[config.mk]
export PLATFORM = sky130hd
export DESIGN_NAME = fpu_op_sequencer_flat
export DESIGN_NICKNAME = d
export VERILOG_FILES = /design/src/rtl/fpu_ctrl_pkg.sv /design/src/rtl/fpu_op_sequencer_if.sv /design/src/rtl/fpu_op_timer.sv /design/src/rtl/rvdffe.sv /design/src/rtl/fpu_op_sequencer.sv /design/src/flat_wrapper.sv
export SDC_FILE = /design/constraint.sdc
export NUM_CORES = 1
export LEC_CHECK = 0
export ABC_AREA = 1
export BUFFER_PORTS_ARGS = -buffer_cell sky130_fd_sc_hd__buf_4
export CORE_ASPECT_RATIO = 2
export CORE_MARGIN = 3
export CORE_UTILIZATION = 43
export CTS_CLUSTER_DIAMETER = 30
export DETAILED_ROUTE_END_ITERATION = 6
export PLACE_DENSITY = 0.76
export SYNTH_ARGS = -nofsm -noshare
export SYNTH_HDL_FRONTEND = slang
export SYNTH_SLANG_ARGS = --single-unit
[constraint.sdc]
create_clock -name clk -period 1.9 [get_ports clk]
set_clock_uncertainty 0.1 [all_clocks]
set_input_delay 0.095 -clock clk [delete_from_list [all_inputs] [get_ports clk]]
set_output_delay 0.095 -clock clk [all_outputs]
set_load 0.005 [all_outputs]
[src/rtl/fpu_ctrl_pkg.sv]
// Shared types and helpers for the FPU control path: sequencer states,
// response error codes and the unit-select legality check.
package fpu_ctrl_pkg;

  typedef enum logic [1:0] {
    IDLE  = 2'd0,
    ISSUE = 2'd1,
    WAIT  = 2'd2,
    RESP  = 2'd3
  } state_e;

  typedef enum logic [1:0] {
    ERR_OK      = 2'd0,
    ERR_ILLEGAL = 2'd1,
    ERR_TIMEOUT = 2'd2
  } err_e;

  // Op vector bits below this index are modifiers; bits from here up are the one-hot unit select.
  localparam int OP_SEL_LSB = 2;

  // Widest unit-select field the legality helper can judge; callers zero-extend into it.
  localparam int MAX_SEL_BITS = 32;

  typedef logic [MAX_SEL_BITS-1:0] sel_t;

  // True when exactly one unit-select bit is set.
  function automatic logic onehot_legal(input sel_t sel);
    sel_t w_dec;
    w_dec = sel - sel_t'(1);
    return (sel != '0) && ((sel & w_dec) == '0);
  endfunction

endpackage

[src/rtl/fpu_op_sequencer_if.sv]
// Bundle of the command, issue, unit-completion and response signals of the
// FPU op sequencer. The sequencer takes the slave view; the register block
// and arithmetic units together take the master view.
interface fpu_op_sequencer_if #(
  parameter int NUM_OPS = 13
) ();

  logic               cmd_valid;
  logic               cmd_ready;
  logic [NUM_OPS-1:0] cmd_op;
  logic [31:0]        cmd_a;
  logic [31:0]        cmd_b;
  logic [31:0]        cmd_c;
  logic [2:0]         cmd_frm;
  logic               flush;

  logic [NUM_OPS-1:0] issue_valids;
  logic [31:0]        issue_a;
  logic [31:0]        issue_b;
  logic [31:0]        issue_c;
  logic [2:0]         issue_frm;

  logic [NUM_OPS-1:0] unit_done;
  logic [31:0]        unit_result;
  logic [4:0]         unit_exc;

  logic               rsp_valid;
  logic [NUM_OPS-1:0] rsp_op;
  logic [31:0]        rsp_result;
  logic [4:0]         rsp_exc;
  logic [1:0]         rsp_err;
  logic               busy;

  modport master (
    output cmd_valid, cmd_op, cmd_a, cmd_b, cmd_c, cmd_frm, flush,
    output unit_done, unit_result, unit_exc,
    input  cmd_ready, issue_valids, issue_a, issue_b, issue_c, issue_frm,
    input  rsp_valid, rsp_op, rsp_result, rsp_exc, rsp_err, busy
  );

  modport slave (
    input  cmd_valid, cmd_op, cmd_a, cmd_b, cmd_c, cmd_frm, flush,
    input  unit_done, unit_result, unit_exc,
    output cmd_ready, issue_valids, issue_a, issue_b, issue_c, issue_frm,
    output rsp_valid, rsp_op, rsp_result, rsp_exc, rsp_err, busy
  );

endinterface

[src/rtl/fpu_op_timer.sv]
// Saturating wait counter for the sequencer timeout. Clear reloads zero,
// enable counts up, and tc flags the last allowed wait cycle. The count
// stops at TIMEOUT_CYCLES-1 instead of wrapping.
module fpu_op_timer #(
  parameter int TIMEOUT_CYCLES = 64
) (
  input  logic clk,
  input  logic rst_l,
  input  logic i_clr,
  input  logic i_en,
  output logic o_tc
);

  localparam int CW = $clog2(TIMEOUT_CYCLES);
  localparam logic [CW-1:0] TC_VAL = CW'(TIMEOUT_CYCLES - 1);

  logic [CW-1:0] r_count;

  // Clear has priority over counting; counting stops at the terminal value.
  always_ff @(posedge clk) begin
    if (!rst_l) begin
      r_count <= '0;
    end else if (i_clr) begin
      r_count <= '0;
    end else if (i_en && (r_count != TC_VAL)) begin
      r_count <= r_count + CW'(1);
    end
  end

  assign o_tc = (r_count == TC_VAL);

endmodule

[src/rtl/rvdffe.sv]
// Enable flop cell: captures din when en is high, otherwise holds.
// Synchronous active-low reset clears the stored value.
module rvdffe #(
  parameter int WIDTH = 1
) (
  input  logic             clk,
  input  logic             rst_l,
  input  logic             en,
  input  logic [WIDTH-1:0] din,
  output logic [WIDTH-1:0] dout
);

  logic [WIDTH-1:0] r_q;

  // Capture on enable, clear on reset.
  always_ff @(posedge clk) begin
    if (!rst_l) begin
      r_q <= '0;
    end else if (en) begin
      r_q <= din;
    end
  end

  assign dout = r_q;

endmodule

[src/rtl/fpu_op_sequencer.sv]
// FPU op sequencer: accepts one command, pulses the selected unit, waits for
// its done (or a timeout) and returns a single response. Malformed op vectors
// are answered with ILLEGAL without touching any unit.
module fpu_op_sequencer
  import fpu_ctrl_pkg::*;
#(
  parameter int NUM_OPS        = 13,
  parameter int TIMEOUT_CYCLES = 64
) (
  input logic               clk,
  input logic               rst_l,
  fpu_op_sequencer_if.slave bus
);

  localparam int SEL_W = NUM_OPS - OP_SEL_LSB;
  localparam int CMD_W = NUM_OPS + 3 * 32 + 3;
  localparam int RSP_W = NUM_OPS + 32 + 5 + 2;

  state_e             r_state;
  state_e             w_next;

  logic [CMD_W-1:0]   r_cmd;
  logic [RSP_W-1:0]   r_rsp;

  logic [NUM_OPS-1:0] w_lat_op;
  logic [31:0]        w_lat_a;
  logic [31:0]        w_lat_b;
  logic [31:0]        w_lat_c;
  logic [2:0]         w_lat_frm;

  sel_t               w_cmd_sel;
  logic               w_legal;
  logic               w_accept;
  logic               w_done_hit;
  logic               w_tc;
  logic               w_unused_done;

  logic               w_rsp_load;
  logic [NUM_OPS-1:0] w_rsp_op;
  logic [31:0]        w_rsp_result;
  logic [4:0]         w_rsp_exc;
  logic [1:0]         w_rsp_err;

  logic               w_cmd_ready;
  logic [NUM_OPS-1:0] w_issue_valids;
  logic               w_rsp_valid;
  logic               w_busy;
  logic               w_timer_clr;
  logic               w_timer_en;

  // Zero-extend the incoming unit-select field so the shared legality helper can judge it.
  always_comb begin
    w_cmd_sel              = '0;
    w_cmd_sel[SEL_W-1:0]   = bus.cmd_op[NUM_OPS-1:OP_SEL_LSB];
  end

  assign w_legal       = onehot_legal(w_cmd_sel);
  assign w_accept      = bus.cmd_valid && w_cmd_ready;
  assign w_done_hit    = |(bus.unit_done[NUM_OPS-1:OP_SEL_LSB] & w_lat_op[NUM_OPS-1:OP_SEL_LSB]);
  assign w_unused_done = |bus.unit_done[OP_SEL_LSB-1:0];

  rvdffe #(.WIDTH(CMD_W)) u_cmd_latch (
    .clk   (clk),
    .rst_l (rst_l),
    .en    (w_accept),
    .din   ({bus.cmd_op, bus.cmd_a, bus.cmd_b, bus.cmd_c, bus.cmd_frm}),
    .dout  (r_cmd)
  );

  assign {w_lat_op, w_lat_a, w_lat_b, w_lat_c, w_lat_frm} = r_cmd;

  rvdffe #(.WIDTH(RSP_W)) u_rsp_latch (
    .clk   (clk),
    .rst_l (rst_l),
    .en    (w_rsp_load),
    .din   ({w_rsp_op, w_rsp_result, w_rsp_exc, w_rsp_err}),
    .dout  (r_rsp)
  );

  fpu_op_timer #(.TIMEOUT_CYCLES(TIMEOUT_CYCLES)) u_timer (
    .clk   (clk),
    .rst_l (rst_l),
    .i_clr (w_timer_clr),
    .i_en  (w_timer_en),
    .o_tc  (w_tc)
  );

  // State register.
  always_ff @(posedge clk) begin
    if (!rst_l) begin
      r_state <= IDLE;
    end else begin
      r_state <= w_next;
    end
  end

  // Next state plus response capture; flush beats done, and done beats timeout.
  always_comb begin
    w_next       = r_state;
    w_rsp_load   = 1'b0;
    w_rsp_op     = w_lat_op;
    w_rsp_result = '0;
    w_rsp_exc    = '0;
    w_rsp_err    = ERR_OK;
    case (r_state)
      IDLE: begin
        if (w_accept) begin
          if (w_legal) begin
            w_next = ISSUE;
          end else begin
            w_next     = RESP;
            w_rsp_load = 1'b1;
            w_rsp_op   = bus.cmd_op;
            w_rsp_err  = ERR_ILLEGAL;
          end
        end
      end
      ISSUE, WAIT: begin
        if (bus.flush) begin
          w_next = IDLE;
        end else if (w_done_hit) begin
          w_next       = RESP;
          w_rsp_load   = 1'b1;
          w_rsp_result = bus.unit_result;
          w_rsp_exc    = bus.unit_exc;
          w_rsp_err    = ERR_OK;
        end else if ((r_state == WAIT) && w_tc) begin
          w_next     = RESP;
          w_rsp_load = 1'b1;
          w_rsp_err  = ERR_TIMEOUT;
        end else begin
          w_next = WAIT;
        end
      end
      RESP: begin
        w_next = IDLE;
      end
      default: begin
        w_next = IDLE;
      end
    endcase
  end

  // Moore-style outputs and timer control derived from the current state.
  always_comb begin
    w_cmd_ready    = (r_state == IDLE) && !bus.flush;
    w_issue_valids = (r_state == ISSUE) ? w_lat_op : '0;
    w_rsp_valid    = (r_state == RESP);
    w_busy         = (r_state != IDLE);
    w_timer_clr    = (r_state != WAIT);
    w_timer_en     = (r_state == WAIT);
  end

  assign bus.cmd_ready    = w_cmd_ready;
  assign bus.issue_valids = w_issue_valids;
  assign bus.issue_a      = w_lat_a;
  assign bus.issue_b      = w_lat_b;
  assign bus.issue_c      = w_lat_c;
  assign bus.issue_frm    = w_lat_frm;
  assign bus.rsp_valid    = w_rsp_valid;
  assign bus.busy         = w_busy;
  assign {bus.rsp_op, bus.rsp_result, bus.rsp_exc, bus.rsp_err} = r_rsp;

endmodule

[src/flat_wrapper.sv]
// flat-port wrapper written by rule: the top's interface ports become plain ports
module fpu_op_sequencer_flat import fpu_ctrl_pkg::*;
#(
  parameter int NUM_OPS        = 13,
  parameter int TIMEOUT_CYCLES = 64
)
  (clk, rst_l, bus_cmd_valid, bus_cmd_op, bus_cmd_a, bus_cmd_b, bus_cmd_c, bus_cmd_frm, bus_flush, bus_unit_done, bus_unit_result, bus_unit_exc, bus_cmd_ready, bus_issue_valids, bus_issue_a, bus_issue_b, bus_issue_c, bus_issue_frm, bus_rsp_valid, bus_rsp_op, bus_rsp_result, bus_rsp_exc, bus_rsp_err, bus_busy);
  fpu_op_sequencer_if #(.NUM_OPS(NUM_OPS)) bus_i ();
  input logic clk;
  input logic rst_l;
  input wire logic [$bits(bus_i.cmd_valid)-1:0] bus_cmd_valid;
  input wire logic [$bits(bus_i.cmd_op)-1:0] bus_cmd_op;
  input wire logic [$bits(bus_i.cmd_a)-1:0] bus_cmd_a;
  input wire logic [$bits(bus_i.cmd_b)-1:0] bus_cmd_b;
  input wire logic [$bits(bus_i.cmd_c)-1:0] bus_cmd_c;
  input wire logic [$bits(bus_i.cmd_frm)-1:0] bus_cmd_frm;
  input wire logic [$bits(bus_i.flush)-1:0] bus_flush;
  input wire logic [$bits(bus_i.unit_done)-1:0] bus_unit_done;
  input wire logic [$bits(bus_i.unit_result)-1:0] bus_unit_result;
  input wire logic [$bits(bus_i.unit_exc)-1:0] bus_unit_exc;
  output wire logic [$bits(bus_i.cmd_ready)-1:0] bus_cmd_ready;
  output wire logic [$bits(bus_i.issue_valids)-1:0] bus_issue_valids;
  output wire logic [$bits(bus_i.issue_a)-1:0] bus_issue_a;
  output wire logic [$bits(bus_i.issue_b)-1:0] bus_issue_b;
  output wire logic [$bits(bus_i.issue_c)-1:0] bus_issue_c;
  output wire logic [$bits(bus_i.issue_frm)-1:0] bus_issue_frm;
  output wire logic [$bits(bus_i.rsp_valid)-1:0] bus_rsp_valid;
  output wire logic [$bits(bus_i.rsp_op)-1:0] bus_rsp_op;
  output wire logic [$bits(bus_i.rsp_result)-1:0] bus_rsp_result;
  output wire logic [$bits(bus_i.rsp_exc)-1:0] bus_rsp_exc;
  output wire logic [$bits(bus_i.rsp_err)-1:0] bus_rsp_err;
  output wire logic [$bits(bus_i.busy)-1:0] bus_busy;
  assign bus_i.cmd_valid = bus_cmd_valid;
  assign bus_i.cmd_op = bus_cmd_op;
  assign bus_i.cmd_a = bus_cmd_a;
  assign bus_i.cmd_b = bus_cmd_b;
  assign bus_i.cmd_c = bus_cmd_c;
  assign bus_i.cmd_frm = bus_cmd_frm;
  assign bus_i.flush = bus_flush;
  assign bus_i.unit_done = bus_unit_done;
  assign bus_i.unit_result = bus_unit_result;
  assign bus_i.unit_exc = bus_unit_exc;
  assign bus_cmd_ready = bus_i.cmd_ready;
  assign bus_issue_valids = bus_i.issue_valids;
  assign bus_issue_a = bus_i.issue_a;
  assign bus_issue_b = bus_i.issue_b;
  assign bus_issue_c = bus_i.issue_c;
  assign bus_issue_frm = bus_i.issue_frm;
  assign bus_rsp_valid = bus_i.rsp_valid;
  assign bus_rsp_op = bus_i.rsp_op;
  assign bus_rsp_result = bus_i.rsp_result;
  assign bus_rsp_exc = bus_i.rsp_exc;
  assign bus_rsp_err = bus_i.rsp_err;
  assign bus_busy = bus_i.busy;
  fpu_op_sequencer #(.NUM_OPS(NUM_OPS), .TIMEOUT_CYCLES(TIMEOUT_CYCLES)) u_core (.clk(clk), .rst_l(rst_l), .bus(bus_i));
endmodule
# [After elaboration in Yosys (flattened, before gate mapping)]
# Index checks and enable logic that the tools add are counted.
[classes] bitwise_logic=3 mux=28 reduce_logical=13 eq_ne=7 n_lt_le_gt_ge=0 shift=0 div_mod_pow=0 n_mul=0 addsub=2
[op_table] cell="two-way mux 32 bit" n=3
[op_table] cell="two-way mux 13 bit" n=4
[op_table] cell="bitwise AND 11 x 32 -> 32 bit" n=1
[op_table] cell="logical NOT 32 bit" n=1
[op_table] cell="nonzero test 32 bit" n=1
[op_table] cell="two-way mux 2 bit" n=8
[op_table] cell="two-way mux 5 bit" n=3
[op_table] cell="subtractor 11 x 1 -> 12 bit (second input constant)" n=1
[op_table] cell="bitwise AND 11 bit" n=1
[op_table] cell="OR reduction 11 bit" n=1
[op_table] cell="two-way mux 1 bit" n=7
[op_table] cell="adder 6 x 1 -> 6 bit (second input constant)" n=1
[op_table] cell="== test 6 bit (second input constant)" n=1
[op_table] cell="!= test 6 bit (second input constant)" n=1
[op_table] cell="one-hot mux 2 bit (3 select lines)" n=1
[op_table] cell="logical AND 1 bit" n=5
[op_table] cell="== test 2 bit (second input constant)" n=2
[op_table] cell="!= test 2 bit (second input constant)" n=2
[op_table] cell="one-hot mux 2 bit (2 select lines)" n=1
[op_table] cell="OR reduction 2 bit" n=2
[op_table] cell="== test 2 x 1 -> 1 bit (second input constant)" n=1
[op_table] cell="logical NOT 2 bit" n=1
[op_table] cell="one-hot mux 1 bit (2 select lines)" n=1
[op_table] cell="nonzero test 2 bit" n=1
[op_table] cell="2 further kinds" n=2
[word_totals] in_bits=166 mem_count=0 latchBits=0 rom_bits=0 mem_bits_rw=0 register_bits=172 out_inout_bits=167 elab_cells=57

# [Logic depth before layout (Yosys ltp)]
[logic_depth] ltp_word=7 depth_mapped=15 ltp_nobuf=14

# [Cells and area by module]
# From an unflattened synthesis, not the netlist that was laid out.
[hier_totals] cells_unflattened=1326 area_unflattened_um2=8175.3
[modules_own_cells] mod="rvdffe (u_core.u_cmd_latch)" area_each_um2=4595.7 seq_area_each_um2=2242.2 instances=1 cells_per_inst=709
[modules_own_cells] mod="rvdffe (u_core.u_rsp_latch)" area_each_um2=2157.1 seq_area_each_um2=1041.0 instances=1 cells_per_inst=330
[modules_own_cells] mod="fpu_op_sequencer" area_each_um2=1054.8 seq_area_each_um2=40.0 instances=1 cells_per_inst=235
[modules_own_cells] mod="fpu_op_timer" area_each_um2=367.9 seq_area_each_um2=120.1 instances=1 cells_per_inst=52

# [Worst setup path before layout]
# OpenSTA, ideal clock, no wires.
[synth_path] kind="register to register" from="register u_core.r_state[0]" to="register u_core.u_rsp_latch.r_q[24] (netlist: u_core.u_rsp_latch.dout[24])" setup_slack_ns=-0.135 arrival_ns=1.824 path_buffers=2 setup_time_ns=0.112 t_required_ns=1.688 synth_period_minus_slack_ns=2.035 stages_incl_launch_ff=13 path_cell_list="dfxtp_1 -> inv_1 -> ha_1 -> inv_1 -> nor2_1 -> nand2_1 -> clkinv_1 -> nand3_4 -> nand2_4 -> buf_6 -> buf_8 -> nor2_2 -> nor2_1"
[synth_between] elab_cells_between_ends=13 cone_classes="eq/ne: 2; mux: 6; reduce/logical: 5"
[synth_rtl] item="start: declaration" line="fpu_op_sequencer.sv:19" rtl="state_e r_state;"
[synth_rtl] item="start signal: assignment" line="fpu_op_sequencer.sv:93" rtl="r_state <= w_next;"
[synth_rtl] item="logical NOT 2 bit" line="fpu_op_sequencer.sv:146" rtl="w_cmd_ready = (r_state == IDLE) && !bus.flush;"
[synth_rtl] item="logical AND 1 bit" line="fpu_op_sequencer.sv:146"
[synth_rtl] item="net bus_cmd_ready" line="flat_wrapper.sv:21" rtl="output wire logic [$bits(bus_i.cmd_ready)-1:0] bus_cmd_ready;"
[synth_rtl] item="logical AND 1 bit" line="fpu_op_sequencer.sv:58" rtl="assign w_accept = bus.cmd_valid && w_cmd_ready;"
[synth_rtl] item="two-way mux 1 bit" line="fpu_op_sequencer.sv:107" rtl="if (w_accept) begin"
[synth_rtl] item="one-hot mux 1 bit (2 select lines)" line="fpu_op_sequencer.sv:105" rtl="case (r_state)"
[synth_rtl] item="end signal: assignment" line="rvdffe.sv:20" rtl="r_q <= din;"
[synth_rtl] item="end: declaration" line="rvdffe.sv:13" rtl="logic [WIDTH-1:0] r_q;"
# The timed path passes the listed nets, and every way through them passes these cells.
# A chain may end at the register's enable or synchronous reset.

# [Final worst setup path]
[layout_path] from="register u_core.u_cmd_latch.r_q[106] (netlist: u_core.u_cmd_latch.dout[106])" to="register u_core.u_rsp_latch.r_q[15] (netlist: u_core.u_rsp_latch.dout[15])"
[layout_between] elab_chain_len=5 elab_cells_between_ends=8 cone_classes="mux: 6; bitwise: 1; reduce/logical: 1"
[layout_lines] item="start: declaration" line="rvdffe.sv:13"
[layout_lines] item="start signal: assignment" line="rvdffe.sv:20"
[layout_lines] item="bitwise AND 11 bit (*)" line="fpu_op_sequencer.sv:59" rtl="assign w_done_hit = |(bus.unit_done[NUM_OPS-1:OP_SEL_LSB] & w_lat_op[NUM_OPS-1:OP_SEL_LSB]);"
[layout_lines] item="OR reduction 11 bit (*)" line="fpu_op_sequencer.sv:59"
[layout_lines] item="two-way mux 1 bit / two-way mux 32 bit (equally long branches)" line="fpu_op_sequencer.sv:121" rtl="end else if (w_done_hit) begin"
[layout_lines] item="two-way mux 1 bit / two-way mux 32 bit (equally long branches)" line="fpu_op_sequencer.sv:119" rtl="if (bus.flush) begin"
[layout_lines] item="one-hot mux 1 bit (2 select lines) / two-way mux 32 bit (equally long branches)" line="fpu_op_sequencer.sv:105"
# Every way passes the cells marked *; elsewhere a longest branch is shown, timed or not.

==> flow_summary.json <==
{
  "grt_pass1_vias": 8599,
  "worst_path_largest_cell_delay_ns": 0.35,
  "crit_path_start_kind": "flip-flop",
  "synth_top_area_share": 0.4395,
  "ys_types": 31,
  "holdWs_ns": 0.06737,
  "synth-async-reset-ratio": 0,
  "ys.warnings.count": 0,
  "clkLatencyLatePin_ns": 0.43,
  "finalHoldViolCount": 0,
  "cpMaxStageDelayCell": "dfxtp_1",
  "crit_family": "simple AND/OR/NAND/NOR gates",
  "clock-sinks": 172,
  "via_per_inst": 4.998,
  "ir_drop_mv": 0.7054,
  "grt_max_degree": 126,
  "crit_required_ns": 2.16,
  "grt_overflow": 0,
  "finalWeightedCongestion": 0.8543,
  "multi_input_area_um2": 3334,
  "fillCellCount": 1226,
  "pre_cts_ws_ns": -0.1489,
  "place.port_buffers": 330,
  "cp.arrival_ns": 2.12,
  "place_hpwl_um": 16350,
  "cap_violations": 0,
  "drc": 0,
  "fmax_ghz": 0.5369,
  "nets": 1662,
  "seq_area_um2": 3451,
  "grt_pass1_wl_um": 41240,
  "dr.pass1.iters": 5,
  "status": "complete, no violations",
  "worst-path-buf-inv": 1,
  "p_int_mw": 9.024,
  "clockRootBuffer": "clkbuf_16",
  "coreArea_um2": 17870,
  "rsz0062_at_grt": "true",
  "synth.avg_cell_area_um2": 7.097,
  "stdcell_area_um2": 12520,
  "area_delta_synth_final_pct": 59.84,
  "endpoint_kind": "flip-flop",
  "slew_viol_final": 0,
  "worstMarginPinSlew_ns": 0.6377,
  "place_area_um2": 9892,
  "p_seq_frac": 0.337,
  "antenna_found_initial": 1,
  "tns_ns": 0,
  "num_io_pins": 333,
  "cts_buffers": 17,
  "dp_cells": 1514,
  "power_density_nw_per_um2": 1094,
  "cpMostUsedCell": "nand2_2",
  "routedWlPerCell_um": 16.34,
  "fin_cells": 1716,
  "initial_core_util": 0.4384,
  "netSwitchingFraction": 0.3413,
  "drive_gt1_frac": 0.3209,
  "syn-instance-count": 1104,
  "dr.first_iter.drc_count": 301,
  "htreeDepth": 4,
  "p_leak_nw": 5.818,
  "switching_power_mw": 4.676,
  "period_share": 0.9803,
  "die_area_um2": 19980,
  "crit_fanout": 6,
  "num_rows": 69,
  "synth.largest_area_cell": "dfxtp_1",
  "synth_area_leaders": "dfxtp_1 44%, nand2_1 18%, buf_4 9.5%",
  "ant_nets": 0,
  "die_h_um": 196.9,
  "combPwrFrac": 0.404,
  "ys_ff_latch": 172,
  "clk_pin_slew_ns": 0.07,
  "grtUsageTotal": 0.2599,
  "hp-class": "input port to flip-flop",
  "path_cells": "nand2_1 > nand4_1 > nor3_4 > nand2_2 > nand2_2 > nand2_4 > nand2_8 > nand2_8 > buf_12 > nand2_2 > nand2_2 > nor2_2",
  "clockBufferDepth": 2,
  "synth_edf_count": 0,
  "seq_area_frac_synth": 0.4395,
  "syn-cell-area_um2": 7835,
  "wl_um": 28040,
  "syn_nets": 1277,
  "die_x_um": 101.5,
  "crit_type": "flip-flop to flip-flop",
  "ys_dominant_reg_cell": "dfxtp_1",
  "setup_slack_ns": 0.03751,
  "period_needed_ns": 1.862,
  "pwr-share-clk": 0.259,
  "tritoncts": "built",
  "vias": 8577,
  "slew_headroom": 0.5749,
  "setup_viol": 0
}
[path summary, 6_finish.rpt]
| check | start | to | slack, ns | cells past startpoint |
|---|---|---|---|---|
| max | u_core.u_cmd_latch.dout[106]$_SDFFE_PN0P_ | u_core.u_rsp_latch.dout[15]$_SDFFE_PN0P_ | 0.04 | 12 |
| min | bus_cmd_op[5] | u_core.u_rsp_latch.dout[44]$_SDFFE_PN0P_ | 0.07 | 7 |
| max reg2reg | u_core.u_cmd_latch.dout[106]$_SDFFE_PN0P_ | u_core.u_rsp_latch.dout[15]$_SDFFE_PN0P_ | 0.04 | 12 |
| min reg2reg | u_core.u_cmd_latch.dout[21]$_SDFFE_PN0P_ | u_core.u_cmd_latch.dout[21]$_SDFFE_PN0P_ | 0.36 | 2 |
[worst min-delay path, delay by kind of cell]
kind / cells / cell delay [ns]
and+or+nand+nor: 5 / 0.27
buffers and inverters: 2 / 0.17
[final cells by class]
class,instances,share of cell area
Sequential cell,172,0.2756
Antenna cell,1,0.0001998
Inverter,63,0.01998
Clock buffer,24,0.03926
Clock inverter,8,0.008592
Multi-Input combinational cell,708,0.2663
Timing Repair Buffer,527,0.3689
Tap cell,213,0.02128
[through the flow]
step | power [mW] | util
finish | 13.70 | 0.7008
global placement | 8.876 | 0.5535
CTS | 12.80 | 0.6728
global route | 14.42 | 0.7008
floorplan | 7.226 | -
detailed placement | 8.969 | 0.5535
[cell families after synthesis]
family / Yosys count / share of synthesized area
compound gates: 157 / 0.1027
simple gates: 541 / 0.2830
xor+xnor: 1 / 0.001118
buf+inv: 226 / 0.1626
fa+ha+maj: 7 / 0.01118
flops: 172 / 0.4395
[per-layer routing]
layer  global-route usage  wire length (um)  up-vias
li1                     -                 -     4134
met1               0.2473              9217     3904
met2               0.4660             15090      398
met3              0.06376              1647      141
met4               0.1928              2079        0
met5                    0                 0        -
[sequential cells by signal, indices dropped and copies added, names as in the netlist]
signal	count
u_core.u_cmd_latch.dout	112
u_core.r_state	2
u_core.u_timer.r_count	6
u_core.u_rsp_latch.dout	52
[cell usage after synthesis, types with 2 or more instances]
| library cell | instances |
|---|---|
| a21oi_1 | 130 |
| buf_1 | 2 |
| buf_2 | 19 |
| buf_4 | 99 |
| buf_8 | 2 |
| clkbuf_1 | 40 |
| clkinv_1 | 2 |
| dfxtp_1 | 172 |
| ha_1 | 7 |
| inv_1 | 61 |
| nand2_1 | 367 |
| nand2_4 | 2 |
| nand3_1 | 56 |
| nand3b_1 | 4 |
| nand4_1 | 2 |
| nor2_1 | 83 |
| nor2_2 | 23 |
| nor3_1 | 2 |
| o21ai_0 | 17 |
| o21ai_1 | 3 |
[cells in the final DEF (no fill, tap or decap), types with 2 or more instances in the layout]
cell type | netlist | final
a21oi_1 | 130 | 128
nor2_1 | 83 | 72
dfxtp_2 | 0 | 6
nand2_4 | 2 | 4
nand2_2 | 0 | 12
inv_1 | 61 | 57
ha_1 | 7 | 4
o21ai_0 | 17 | 16
clkbuf_16 | 0 | 25
clkbuf_1 | 40 | 3
clkinv_2 | 0 | 2
dfxtp_1 | 172 | 166
clkinv_4 | 0 | 3
nand3_1 | 56 | 55
buf_4 | 99 | 353
a21oi_2 | 0 | 2
nand3b_1 | 4 | 4
dlygate4sd3_1 | 0 | 147
o21ai_1 | 3 | 4
buf_12 | 0 | 9
ha_4 | 0 | 2
dlymetal6s4s_1 | 0 | 4
bufinv_16 | 0 | 2
nor2_2 | 23 | 30
nor2_4 | 1 | 5
nand2_1 | 367 | 351
buf_6 | 1 | 6
inv_2 | 0 | 4
nand2_8 | 0 | 4
nand4_1 | 2 | 2
clkbuf_8 | 0 | 4
[power groups by stage]
stage | Sequential [mW] | Combinational (mW) | Clock (mW)
after floorplan | 4.62 | 2.61 | 0
after global placement | 4.64 | 4.24 | 0
after detailed placement | 4.66 | 4.31 | 0
after CTS | 4.59 | 4.60 | 3.62
after global routing | 4.67 | 6.03 | 3.72
final | 4.62 | 5.53 | 3.55
[repair_timing]
item,in CTS,in global routing
hold endpoints to repair,154,0
setup endpoints to repair,53,89
hold buffers,151,0
resized for setup,5,62
buffers inserted,2,6
pin swaps,3,23
gates cloned,0,13
No activity file was read; power rests on OpenSTA's default activity.
